<file path="config.mk">
export PLATFORM = sky130hd
export DESIGN_NAME = ami_req_window
export DESIGN_NICKNAME = d
export VERILOG_FILES = /design/src/rtl/ami_req_window_pkg.sv /design/src/rtl/ami_req_window_fifo.sv /design/src/rtl/ami_req_window.sv
export SDC_FILE = /design/constraint.sdc
export NUM_CORES = 1
export LEC_CHECK = 0
export CORE_MARGIN = 10
export CORE_UTILIZATION = 40
export DETAILED_ROUTE_END_ITERATION = 6
export DONT_BUFFER_PORTS = 1
export SKIP_CTS_REPAIR_TIMING = 1
export SLEW_MARGIN = 25
export SYNTH_ARGS = -nofsm -noshare
export SYNTH_HDL_FRONTEND = slang
export SYNTH_HIERARCHICAL = 1
export SYNTH_SLANG_ARGS = --single-unit
</file>
<file path="constraint.sdc">
create_clock -name clk -period 9 [get_ports clk]
set_input_delay 1.8 -clock clk [delete_from_list [all_inputs] [get_ports clk]]
set_output_delay 1.8 -clock clk [all_outputs]
set_load 0.05 [all_outputs]
</file>
<file path="src/rtl/ami_req_window_pkg.sv">
// Shared AMI request/response types and window FSM states.
// Imported by the request window and its FIFO.
package AMITypes;

    typedef struct packed {
        logic        valid;
        logic        isWrite;
        logic [63:0] addr;
        logic [63:0] data;
        logic [7:0]  size;
    } AMIRequest;

    typedef struct packed {
        logic        valid;
        logic [63:0] data;
        logic [7:0]  size;
    } AMIResponse;

    typedef enum logic [1:0] {
        RUN   = 2'd0,
        DRAIN = 2'd1,
        ERROR = 2'd2
    } win_state_e;

endpackage

</file>
<file path="src/rtl/ami_req_window_fifo.sv">
// Request FIFO for one AMI channel.
// Power-of-two depth, so the pointers wrap naturally.
module ami_req_fifo
    import AMITypes::*;
#(
    parameter int DEPTH = 4
) (
    input  logic                     clk,
    input  logic                     rst,
    input  logic                     push,
    input  AMIRequest                din,
    input  logic                     pop,
    output AMIRequest                dout,
    output logic                     empty,
    output logic                     full,
    output logic [$clog2(DEPTH):0]   count
);

    localparam int AW = $clog2(DEPTH);
    localparam int CW = AW + 1;

    logic [AW-1:0] wr_ptr_q, wr_ptr_d;
    logic [AW-1:0] rd_ptr_q, rd_ptr_d;
    logic [CW-1:0] cnt_q, cnt_d;
    AMIRequest     mem_q [DEPTH];
    AMIRequest     mem_d [DEPTH];
    logic          do_push;
    logic          do_pop;

    assign empty = (cnt_q == '0);
    assign full  = (cnt_q == CW'(DEPTH));
    assign count = cnt_q;
    assign dout  = mem_q[rd_ptr_q];

    assign do_push = push && !full;
    assign do_pop  = pop && !empty;

    // Next pointers, occupancy and storage contents.
    always_comb begin
        wr_ptr_d = wr_ptr_q;
        rd_ptr_d = rd_ptr_q;
        cnt_d    = cnt_q;
        mem_d    = mem_q;
        if (do_push) begin
            mem_d[wr_ptr_q] = din;
            wr_ptr_d        = wr_ptr_q + AW'(1);
        end
        if (do_pop) begin
            rd_ptr_d = rd_ptr_q + AW'(1);
        end
        unique case ({do_push, do_pop})
            2'b10:   cnt_d = cnt_q + CW'(1);
            2'b01:   cnt_d = cnt_q - CW'(1);
            default: cnt_d = cnt_q;
        endcase
    end

    // Pointer and count registers; reset empties the queue.
    always_ff @(posedge clk or posedge rst) begin
        if (rst) begin
            wr_ptr_q <= '0;
            rd_ptr_q <= '0;
            cnt_q    <= '0;
        end else begin
            wr_ptr_q <= wr_ptr_d;
            rd_ptr_q <= rd_ptr_d;
            cnt_q    <= cnt_d;
        end
    end

    // Storage array needs no reset; empty masks stale entries.
    always_ff @(posedge clk) begin
        mem_q <= mem_d;
    end

endmodule

</file>
<file path="src/rtl/ami_req_window.sv">
// Address window for one AMI channel: relocates and bounds-checks
// requests, queues them, and throttles outstanding reads.
module ami_req_window
    import AMITypes::*;
#(
    parameter int DEPTH  = 4,
    parameter int MAX_RD = 32
) (
    input  logic        clk,
    input  logic        rst,
    input  logic        cfg_load,
    input  logic [47:0] cfg_base,
    input  logic [47:0] cfg_limit,
    input  logic        flush,
    input  AMIRequest   app_req,
    output logic        app_req_grant,
    output AMIRequest   mem_req,
    input  logic        mem_req_grant,
    input  AMIResponse  mem_resp,
    output logic        mem_resp_grant,
    output AMIResponse  app_resp,
    input  logic        app_resp_grant,
    output logic        idle,
    output logic        err,
    output logic [63:0] err_addr,
    output logic [31:0] req_count
);

    win_state_e  state_q, state_d;
    logic [7:0]  rd_out_q, rd_out_d;
    logic [47:0] cfg_base_q, cfg_base_d;
    logic [47:0] cfg_limit_q, cfg_limit_d;
    logic        err_q, err_d;
    logic [63:0] err_addr_q, err_addr_d;
    logic [31:0] req_count_q, req_count_d;

    AMIRequest   head;
    AMIRequest   enq;
    logic        fifo_empty;
    logic        fifo_full;
    logic [$clog2(DEPTH):0] fifo_count;
    logic [64:0] end_addr;
    logic        accept;
    logic        oob;
    logic        push;
    logic        pop;
    logic        head_blocked;
    logic        rd_inc;
    logic        rd_dec;

    ami_req_fifo #(
        .DEPTH(DEPTH)
    ) u_fifo (
        .clk   (clk),
        .rst   (rst),
        .push  (push),
        .din   (enq),
        .pop   (pop),
        .dout  (head),
        .empty (fifo_empty),
        .full  (fifo_full),
        .count (fifo_count)
    );

    // Bounds check, relocation and queue handshakes.
    always_comb begin
        end_addr     = {1'b0, app_req.addr} + {57'd0, app_req.size};
        oob          = (cfg_limit_q != '0) &&
                       (end_addr > {17'd0, cfg_limit_q});
        accept       = app_req.valid && app_req_grant;
        push         = accept && !oob;
        enq          = app_req;
        enq.addr     = app_req.addr + {16'd0, cfg_base_q};
        head_blocked = !head.isWrite && (rd_out_q == 8'(MAX_RD));
        mem_req       = head;
        mem_req.valid = !fifo_empty && !head_blocked;
        pop          = mem_req.valid && mem_req_grant;
        rd_inc       = pop && !head.isWrite;
        rd_dec       = mem_resp.valid && app_resp_grant;
    end

    // Responses pass straight through with no buffering.
    always_comb begin
        app_resp       = mem_resp;
        mem_resp_grant = app_resp_grant;
    end

    // FSM state register.
    always_ff @(posedge clk or posedge rst) begin
        if (rst) state_q <= RUN;
        else     state_q <= state_d;
    end

    // FSM next state; a violation wins over a same-cycle flush.
    always_comb begin
        state_d = state_q;
        unique case (state_q)
            RUN: begin
                if (accept && oob) state_d = ERROR;
                else if (flush)    state_d = DRAIN;
            end
            ERROR: begin
                if (flush) state_d = DRAIN;
            end
            DRAIN: begin
                if (fifo_empty && rd_out_q == '0) state_d = RUN;
            end
            default: state_d = RUN;
        endcase
    end

    // FSM outputs.
    always_comb begin
        app_req_grant = (state_q == RUN) && !fifo_full;
        idle          = (state_q == RUN) && fifo_empty &&
                        (rd_out_q == '0);
    end

    // Read tracking, configuration, error capture and counters.
    always_comb begin
        rd_out_d    = rd_out_q;
        cfg_base_d  = cfg_base_q;
        cfg_limit_d = cfg_limit_q;
        err_d       = err_q;
        err_addr_d  = err_addr_q;
        req_count_d = req_count_q;
        unique case ({rd_inc, rd_dec})
            2'b10: rd_out_d = rd_out_q + 8'd1;
            2'b01: begin
                // Late responses after reset must not underflow.
                if (rd_out_q != '0) rd_out_d = rd_out_q - 8'd1;
            end
            default: rd_out_d = rd_out_q;
        endcase
        if (cfg_load && idle) begin
            cfg_base_d  = cfg_base;
            cfg_limit_d = cfg_limit;
            err_d       = 1'b0;
            err_addr_d  = '0;
            req_count_d = '0;
        end else if (pop) begin
            req_count_d = req_count_q + 32'd1;
        end
        if (accept && oob) begin
            err_d = 1'b1;
            if (!err_q) err_addr_d = app_req.addr;
        end
    end

    // Datapath registers.
    always_ff @(posedge clk or posedge rst) begin
        if (rst) begin
            rd_out_q    <= '0;
            cfg_base_q  <= '0;
            cfg_limit_q <= '0;
            err_q       <= 1'b0;
            err_addr_q  <= '0;
            req_count_q <= '0;
        end else begin
            rd_out_q    <= rd_out_d;
            cfg_base_q  <= cfg_base_d;
            cfg_limit_q <= cfg_limit_d;
            err_q       <= err_d;
            err_addr_q  <= err_addr_d;
            req_count_q <= req_count_d;
        end
    end

    assign err       = err_q;
    assign err_addr  = err_addr_q;
    assign req_count = req_count_q;

endmodule

</file>
# Yosys cells after proc, flatten, opt, wreduce, memory -nomap -nowiden
# Index checks and enable logic that the tools add are counted.
[word_totals]
inputBits = 313
mem_bits_rw = 0
rom_bits = 0
mem_count = 0
latchBits = 0
register_bits = 762
output_inout_bits = 311
[op_classes]
n_lt_le_gt_ge = 4
div_mod_pow = 0
n_bitwise = 2
reduce_logical = 32
shift = 0
n_mul = 0
n_mux = 20
addsub = 9
n_eq_ne = 10
[ops]
columns = ["op", "n"]
rows = [
  ["552-bit bitwise mux", 1],
  ["138-bit binary-select mux with 2-bit select", 1],
  ["138-bit demux with 2-bit select", 1],
  ["137-bit two-way mux", 2],
  ["64-bit two-way mux", 3],
  ["138-bit two-way mux", 1],
  ["64-bit by 8-bit adder with 65-bit output", 1],
  ["65-bit by 48-bit > comparator with 1-bit output", 1],
  ["64-bit by 48-bit adder with 64-bit output", 1],
  ["32-bit two-way mux", 2],
  ["48-bit nonzero test", 1],
  ["32-bit by 1-bit adder with 32-bit output (second input constant)", 1],
  ["1-bit logical AND", 17],
  ["8-bit case mux with 2 select lines", 1],
  ["8-bit by 1-bit adder with 8-bit output (second input constant)", 1],
  ["8-bit by 6-bit equality test with 1-bit output (second input constant)", 1],
  ["8-bit zero test", 1],
  ["8-bit two-way mux", 1],
  ["2-bit nonzero test", 4],
  ["8-bit nonzero test", 1],
  ["8-bit by 1-bit subtractor with 8-bit output (second input constant)", 1],
  ["2-bit by 1-bit equality test with 1-bit output (second input constant)", 3],
  ["2-bit equality test (second input constant)", 3],
  ["3-bit greater-or-equal comparator (second input constant)", 2],
  ["15 further kinds", 25],
]

# Depth between registers and ports, before layout
# Gate-level depths: netlist of the first run.
[logic_depth]
ltp_word = 13
depth_mapped = 28
mapped_depth_nobuf = 28

# Hierarchy
# Netlist of the first run, hierarchy kept.
[by_module_without_submodules]
columns = ["mod", "instances", "area_per_inst_um2", "cells_each", "seq_area_each_um2"]
rows = [
  ["ami_req_fifo", 1, 20327.0, 759, 16751.1],
  ["ami_req_window", 1, 14848.0, 1758, 5079.9],
]

# Worst setup path before layout of the first run
# Ideal clock, no wire load.
[synth_timing]
path_kind = "input port to flip-flop"
startpoint = "in app_req[0] in the netlist's numbering"
endpoint = "reg u_fifo/mem_q[0] in the netlist's numbering, enable pin"
t_arrival_ps = 9231
setup_slack_ps = -745
setup_time_ps = 514
stages = 22
path_buffers = 0
t_required_ps = 8486
cell_sequence = "ha_1 -> fa_1 -> a21o_1 -> o21ai_0 -> o2bb2ai_1 -> nor4_1 -> nand3_1 -> nor3_1 -> nand3_1 -> xnor2_1 -> ha_1 -> nand4_1 -> nor3_1 -> a221o_1 -> o31a_1 -> a311oi_1 -> a211o_2 -> and3_2 -> nor2_1 -> nor2_1 -> nor2b_1 -> and2_1"
[synth_between]
elab_chain_len = 6
[synth_lines]
columns = ["item", "line_no", "source"]
rows = [
  ["from (decl)", "ami_req_window.sv:15", "input AMIRequest app_req,"],
  ["64-bit by 8-bit adder with 65-bit output", "ami_req_window.sv:67", "end_addr = {1'b0, app_req.addr} + {57'd0, app_req.size};"],
  ["65-bit by 48-bit > comparator with 1-bit output", "ami_req_window.sv:69", "(end_addr > {17'd0, cfg_limit_q});"],
  ["1-bit logical AND", "ami_req_window.sv:68", "oob = (cfg_limit_q != '0) &&"],
  ["1-bit zero test", "ami_req_window.sv:71", "push = accept && !oob;"],
  ["1-bit logical AND", "ami_req_window.sv:71", ""],
  ["via push", "ami_req_window.sv:45", "logic push;"],
  ["1-bit logical AND", "ami_req_window_fifo.sv:35", "assign do_push = push && !full;"],
  ["to (signal assigned)", "ami_req_window_fifo.sv:73", "mem_q <= mem_d;"],
  ["to (decl)", "ami_req_window_fifo.sv:25", "AMIRequest mem_q [DEPTH];"],
]
# The timed path passes the listed nets, and every way through them passes these cells.
# A chain may end at the register's enable or synchronous reset.

# Final worst setup path of the first run
[layout_timing]
startpoint = "in app_req[83] in the netlist's numbering"
endpoint = "reg u_fifo/mem_q[375] in the netlist's numbering, enable pin"
# Same word-level chain as after synthesis.

==> results of run 1 <==
-- flip-flops by register name (all words and copies together) (netlist names) --
signal and flops:
err_addr 64, err 1, u_fifo/rd_ptr_q 2, rd_out_q 8, u_fifo/mem_q 548, u_fifo/wr_ptr_q 2, cfg_base_q 48, cfg_limit_q 48
req_count 32, state_q 2, u_fifo/count 3
-- layout make-up --
class / instances / area, um2 / share of cell area [%]
Tap cell: 1155 / 1450 / 3.73
Multi-Input combinational cell: 1445 / 11700 / 30.2
Timing Repair Buffer: 34 / 409 / 1.06
Sequential cell: 758 / 21700 / 56.1
Antenna cell: 1 / 2.50 / 0.00646
Clock buffer: 122 / 2420 / 6.25
Inverter: 149 / 567 / 1.46
Clock inverter: 37 / 449 / 1.16
-- per-layer routing --
metal,global-route usage (%),routed length (um)
met1,25.1,40800
met2,34.2,50900
met3,7.77,10900
met4,6.70,2710
met5,0,46
-- path summary, 6_finish.rpt --
check                              startpoint           endpoint  slack (ns)  cells after the start
max                               app_req[83]  u_fifo/mem_q[375]        1.77                     19
min                               rd_out_q[7]        rd_out_q[7]        0.48                      1
max reg2reg                u_fifo/rd_ptr_q[0]        rd_out_q[7]        4.50                     15
min reg2reg                       rd_out_q[7]        rd_out_q[7]        0.48                      1
max in group asynchronous                 rst     cfg_base_q[37]        6.46                      2
min in group asynchronous                 rst    u_fifo/count[1]        0.97                      1
-- placed cells by master, fill, tap and decap left out, types with 5 or more instances in the layout --
master and n:
sky130_fd_sc_hd__a41oi_1 6, sky130_fd_sc_hd__o21a_1 15, sky130_fd_sc_hd__a211oi_1 8, sky130_fd_sc_hd__clkbuf_8 7, sky130_fd_sc_hd__clkbuf_1 26, sky130_fd_sc_hd__clkinv_4 5, sky130_fd_sc_hd__and4_1 16, sky130_fd_sc_hd__nor2_1 82
sky130_fd_sc_hd__clkinv_2 13, sky130_fd_sc_hd__or3_1 12, sky130_fd_sc_hd__mux4_2 137, sky130_fd_sc_hd__o21ai_0 107, sky130_fd_sc_hd__nor2b_1 6, sky130_fd_sc_hd__a21oi_1 87, sky130_fd_sc_hd__nand2b_1 9, sky130_fd_sc_hd__ha_1 116
sky130_fd_sc_hd__and2_4 5, sky130_fd_sc_hd__nand4_1 39, sky130_fd_sc_hd__o31ai_1 5, sky130_fd_sc_hd__buf_12 12, sky130_fd_sc_hd__o211ai_1 9, sky130_fd_sc_hd__mux2i_1 67, sky130_fd_sc_hd__nand3_1 38, sky130_fd_sc_hd__bufinv_16 8
sky130_fd_sc_hd__inv_1 146, sky130_fd_sc_hd__dfrtp_1 208, sky130_fd_sc_hd__xor2_1 39, sky130_fd_sc_hd__and3_1 8, sky130_fd_sc_hd__edfxtp_1 548, sky130_fd_sc_hd__a21o_1 33, sky130_fd_sc_hd__nor3_1 25, sky130_fd_sc_hd__buf_4 21
sky130_fd_sc_hd__o21bai_1 12, sky130_fd_sc_hd__nand2_1 343, sky130_fd_sc_hd__and2_1 7, sky130_fd_sc_hd__a2111oi_0 7, sky130_fd_sc_hd__nor4_1 22, sky130_fd_sc_hd__clkbuf_16 89, sky130_fd_sc_hd__xnor2_1 104
-- stage by stage --
step / area, um2 / util, % / hold slack [ns] / power (mW)
CTS: 38700 / 44.5 / 0.477 / 12.0
finish: 38700 / 44.6 / 0.478 / 11.8
global route: 38700 / 44.6 / 0.484 / 12.3
global placement: 35800 / 41.2 / 0.462 / 8.34
detailed placement: 35800 / 41.2 / 0.465 / 8.40
floorplan: 35000 / - / 0.443 / 7.79
-- report_power, final --
| part | switching, mW | total, mW | internal, mW |
|---|---|---|---|
| sequential | 0.862 | 4.94 | 4.08 |
| combinational | 2.36 | 3.33 | 0.969 |
| clock | 1.43 | 3.54 | 2.11 |
==> out/qor_table.md, run 1 <==
| Item | Reported | Unit |
| --- | --- | --- |
| Result of the run | completed | - |
| DRC | 0 | - |
| Full die area | 99,800 | um2 |
| HP Class | flop to flop | - |
| Final net count | 2,906 | - |
| Number of filler instances in the final layout | 7,750 | - |
| Clk slew on worst S/H paths | 0.05 | ns |
| Via count | 20,700 | - |
| Type of element capturing the critical path | flop | - |
| Port Buf Inserts | 0 | - |
| Unrepaired setup endpoints after global routing | false | - |
| Startpoint types | input port | - |
| Number of max-cap violations | 0 | - |
| Slowest stage delay, CP | 0.60 | ns |
| Clock tree from TritonCTS | done | - |
| CP cell instances | and4_1 -> or4b_4 -> or4_4 -> nor2_2 -> nand3_1 -> nor4_1 -> xnor2_1 -> ha_1 -> nand4_1 -> nor3_1 -> nand3_1 -> o21ai_0 -> a211o_2 -> and3_2 -> nor2_1 -> nor2_1 -> nor2b_1 -> and2_4 -> buf_12 | - |
| Pin count of the biggest net entering global routing | 94 | - |
| Post-synthesis instance total | 2,512 | - |
| Count of endpoints failing setup in the final report | 0 | - |
| Category of cells accounting for the largest share of critical-path delay | simple AND/OR/NAND/NOR gates | - |
| Peak supply drop | 0.000205 | V |
| CTS H-tree depth | 3 | - |
| Fin. Hold Viols | 0 | - |
| Nets in the synthesized netlist | 2,945 | - |
| Final critical-path setup slack | 1.77 | ns |
| Worst Max-Slew Pin Slew | 1.06 | ns |
| Max Fanout on Critical Path | 45 | - |
| Number of sinks driven by the clock tree | 758 | - |
| Areal power density over the cells | 305 | nW/um2 |
| Ys Warns | 6 | - |
| Antenna violations before repair | 6 | - |
| Library cell contributing the largest single delay on the critical path | sky130_fd_sc_hd__or4_4 | - |
| Peak clock frequency supported by timing | 0.138 | GHz |
| Standard-cell rows | 108 | - |
| Worst clock skew on the final layout | 0.0216 | ns |
| Relative max-transition margin | 28.5 | % |
| Min Tclk post-route | 7.23 | ns |
| DRC marker count from the first detailed-route iteration | 1,847 | - |
| DRT Wirelength | 105,000 | um |
| First-pass iteration count of the detailed router | 6 | - |
| Leakage power of the design | 15.0 | nW |
| Clock root buffer master | sky130_fd_sc_hd__clkbuf_16 | - |
| Kind of critical path | input port to flop | - |
| Number of I/O pins | 624 | - |
| Worst Path Buf+Inv | 1 | - |
| Layout area overhead | 10.5 | % |
| Effective utilization at floorplan | 40.3 | % |
| Number of nets still failing antenna checks after routing | 0 | - |
| Total gr overflow | 0 | - |
| CP Data Required Time | 9.30 | ns |
| Critical path data arrival time | 7.53 | ns |
| Setup TNS | 0 | ns |
| Avg WL per Cell | 28.4 | um |
| Mean number of vias per cell | 5.59 | - |
| Setup slack at placement | 1.15 | ns |
| Width of the die | 316 | um |
| Tcrit/Tclk final | 80.3 | % |
| Global router's overall resource usage | 20.8 | % |
| Placed wire-length estimate | 77,800 | um |
| Number of global-route vias before repair | 21,600 | - |
| Clock latency on the worst-skew pair | 0.66 | ns |
| Avg Cell Area, Syn | 13.9 | um2 |
| Core Footprint | 86,900 | um2 |
| Inserted Clock Buffers | 85 | - |
| Final cell count without fillers | 3,701 | - |
| Number of pins with negative max-slew slack in the final report | 0 | - |
| Y dimension of the die | 316 | um |
| Gp weighted congestion | 0.925 | - |
| Area of the mapped netlist | 35,000 | um2 |
| First-pass GRT wire length | 153,000 | um |
| Placed Cells | 3,540 | - |
| Layout cell share with drive strength beyond 1 | 13.4 | % |
| CTS max path bufs | 3 | - |
(Power assumes the default switching activity.)
==> run 2, diff against run 1 <==
==> constraint.sdc (replaced) <==
create_clock -name clk -period 7.1 [get_ports clk]
set_input_delay 1.42 -clock clk [delete_from_list [all_inputs] [get_ports clk]]
set_output_delay 1.42 -clock clk [all_outputs]
set_load 0.05 [all_outputs]
==> out/qor_table.md, run 2 (synthesis gave the netlist of run 1 again) <==
| Item | Reported | Unit |
| --- | --- | --- |
| Clock latency on the worst-skew pair | 0.65 | ns |
| CP Data Required Time | 7.42 | ns |
| Commonest non-fill, non-tap cell in the layout | sky130_fd_sc_hd__edfxtp_1 | - |
| Worst clock skew on the final layout | 0.0341 | ns |
| Final net count | 2,927 | - |
| Number of global-route vias before repair | 21,100 | - |
| Layout cell share with drive strength beyond 1 | 14.0 | % |
| Leakage power of the design | 15.1 | nW |
| Effective utilization at floorplan | 40.3 | % |
| Setup slack at placement | 0.00588 | ns |
| Type of element capturing the critical path | flop | - |
| Worst Path Buf+Inv | 3 | - |
| Peak supply drop | 0.000338 | V |
| Max Fanout on Critical Path | 32 | - |
| Number of pins with negative max-slew slack in the final report | 0 | - |
| Most flop-heavy register | u_fifo/mem_q | - |
| Cell internal pwr | 8.88 | mW |
| Inserted Clock Buffers | 83 | - |
| CTS H-tree depth | 3 | - |
| Number of sinks driven by the clock tree | 758 | - |
| First-pass GRT wire length | 150,000 | um |
| Library cell contributing the largest single delay on the critical path | sky130_fd_sc_hd__nor4_2 | - |
| Count of endpoints failing setup in the final report | 0 | - |
| Tcrit/Tclk final | 90.5 | % |
| Antenna violations before repair | 16 | - |
| Min Tclk post-route | 6.42 | ns |
| Total power | 14.8 | mW |
| Clock root buffer master | sky130_fd_sc_hd__clkbuf_16 | - |
| Relative max-transition margin | 28.5 | % |
| Layout area overhead | 10.9 | % |
| Slowest stage delay, CP | 0.43 | ns |
| Number of nets still failing antenna checks after routing | 0 | - |
| Reported net switching power | 5.89 | mW |
| Leading cell types in the layout, fill and taps excluded | 548 x sky130_fd_sc_hd__edfxtp_1, 343 x sky130_fd_sc_hd__nand2_1, 208 x sky130_fd_sc_hd__dfrtp_1 | - |
| Fin. Hold Viols | 0 | - |
| Unrepaired setup endpoints after global routing | false | - |
| Pin count of the biggest net entering global routing | 138 | - |
| Clk slew on worst S/H paths | 0.06 | ns |
| First-pass iteration count of the detailed router | 5 | - |
| DRC | 0 | - |
| Full die area | 99,800 | um2 |
| Hold Path Stages | 2 | - |
| Y dimension of the die | 316 | um |
| Avg WL per Cell | 28.0 | um |
| Area after detailed placement | 36,100 | um2 |
| Cells on worst reg2reg path | 15 | - |
| Width of the die | 316 | um |
| Areal power density over the cells | 380 | nW/um2 |
| DRC marker count from the first detailed-route iteration | 1,784 | - |
| DRT Wirelength | 104,000 | um |
| Result of the run | completed | - |
| Worst Max-Slew Pin Slew | 1.07 | ns |
| Final standard cell area without fillers | 38,800 | um2 |
| Standard-cell rows | 108 | - |
| Startpoint types | input port | - |
| Peak clock frequency supported by timing | 0.156 | GHz |
| Final critical-path setup slack | 0.678 | ns |
| HP Class | flop to flop | - |
| Sequential fraction of design power | 42.5 | % |
| Clock tree from TritonCTS | done | - |
| Global router's overall resource usage | 20.4 | % |
| Setup TNS | 0 | ns |
| Clock network fraction of total power | 28.9 | % |
| Critical path data arrival time | 6.74 | ns |
| Placed wire-length estimate | 77,700 | um |
| Number of I/O pins | 624 | - |
| Via count | 20,700 | - |
| Category of cells accounting for the largest share of critical-path delay | simple AND/OR/NAND/NOR gates | - |
| Total gr overflow | 0 | - |
| Number of max-cap violations | 0 | - |
| CTS max path bufs | 3 | - |
| Number of flip-flops in the largest register | 548 | - |
| Kind of critical path | input port to flop | - |
| Gp weighted congestion | 0.891 | - |
| Port Buf Inserts | 0 | - |
| Core Footprint | 86,900 | um2 |
| Final core utilization | 44.7 | % |
| Cell depth of the worst setup path | 25 | - |
| Combinational cell fraction of total power | 28.6 | % |
| Mean number of vias per cell | 5.56 | - |
| Switching Fraction | 39.9 | % |
run 2: worst paths after layout:
check | from | endpoint | slack, ns
max | app_req[0] | u_fifo/mem_q[340] | 0.68
min | cfg_base_q[41] | cfg_base_q[41] | 0.49
max reg2reg | u_fifo/rd_ptr_q[0] | rd_out_q[7] | 2.59
min reg2reg | cfg_base_q[41] | cfg_base_q[41] | 0.49
max in group asynchronous | rst | cfg_base_q[16] | 5.27
min in group asynchronous | rst | u_fifo/rd_ptr_q[1] | 0.61
run 2: cell type report:
| type | instances | area, um2 |
|---|---|---|
| clock buffer | 111 | 2320 |
| sequential | 758 | 21700 |
| timing repair buffer | 57 | 666 |
| inverter | 149 | 567 |
| tap | 1155 | 1450 |
| multi-input combinational | 1445 | 11700 |
| antenna | 4 | 10.0 |
| clock inverter | 41 | 419 |
| fill | 7634 | 48000 |
run 2: layer usage:
layer | vias up | track usage (%) | part of all wire [%]
met5 | - | 0 | 0.17
met4 | 26 | 6.28 | 2.9
met3 | 194 | 7.76 | 11
met2 | 827 | 33.8 | 48
met1 | 10400 | 24.5 | 38
li1 | 9222 | - | -
run 2: power by group through the flow:
stage	logic, mW	registers, mW	clock network, mW
final	4.23	6.27	4.27
after global routing	4.52	6.33	4.56
after CTS	4.31	6.29	4.39
after detailed placement	4.30	6.38	0
after global placement	4.23	6.37	0
after floorplan	3.78	6.10	0
run 2: tightest hold or removal path, delay by kind of cell, from the launching register on:
family | cells | cell delay, ns
flip-flops | 1 | 0.35
AND/OR/NAND/NOR | 2 | 0.10
run 2: metrics by stage:
step           hold slack (ns)  instances
2_1_floorplan            0.443       2512
3_3_place_gp             0.456       3564
3_5_place_dp             0.467       3564
4_1_cts                  0.489       3716
5_1_grt                  0.495       3717
6_report                 0.486       3720
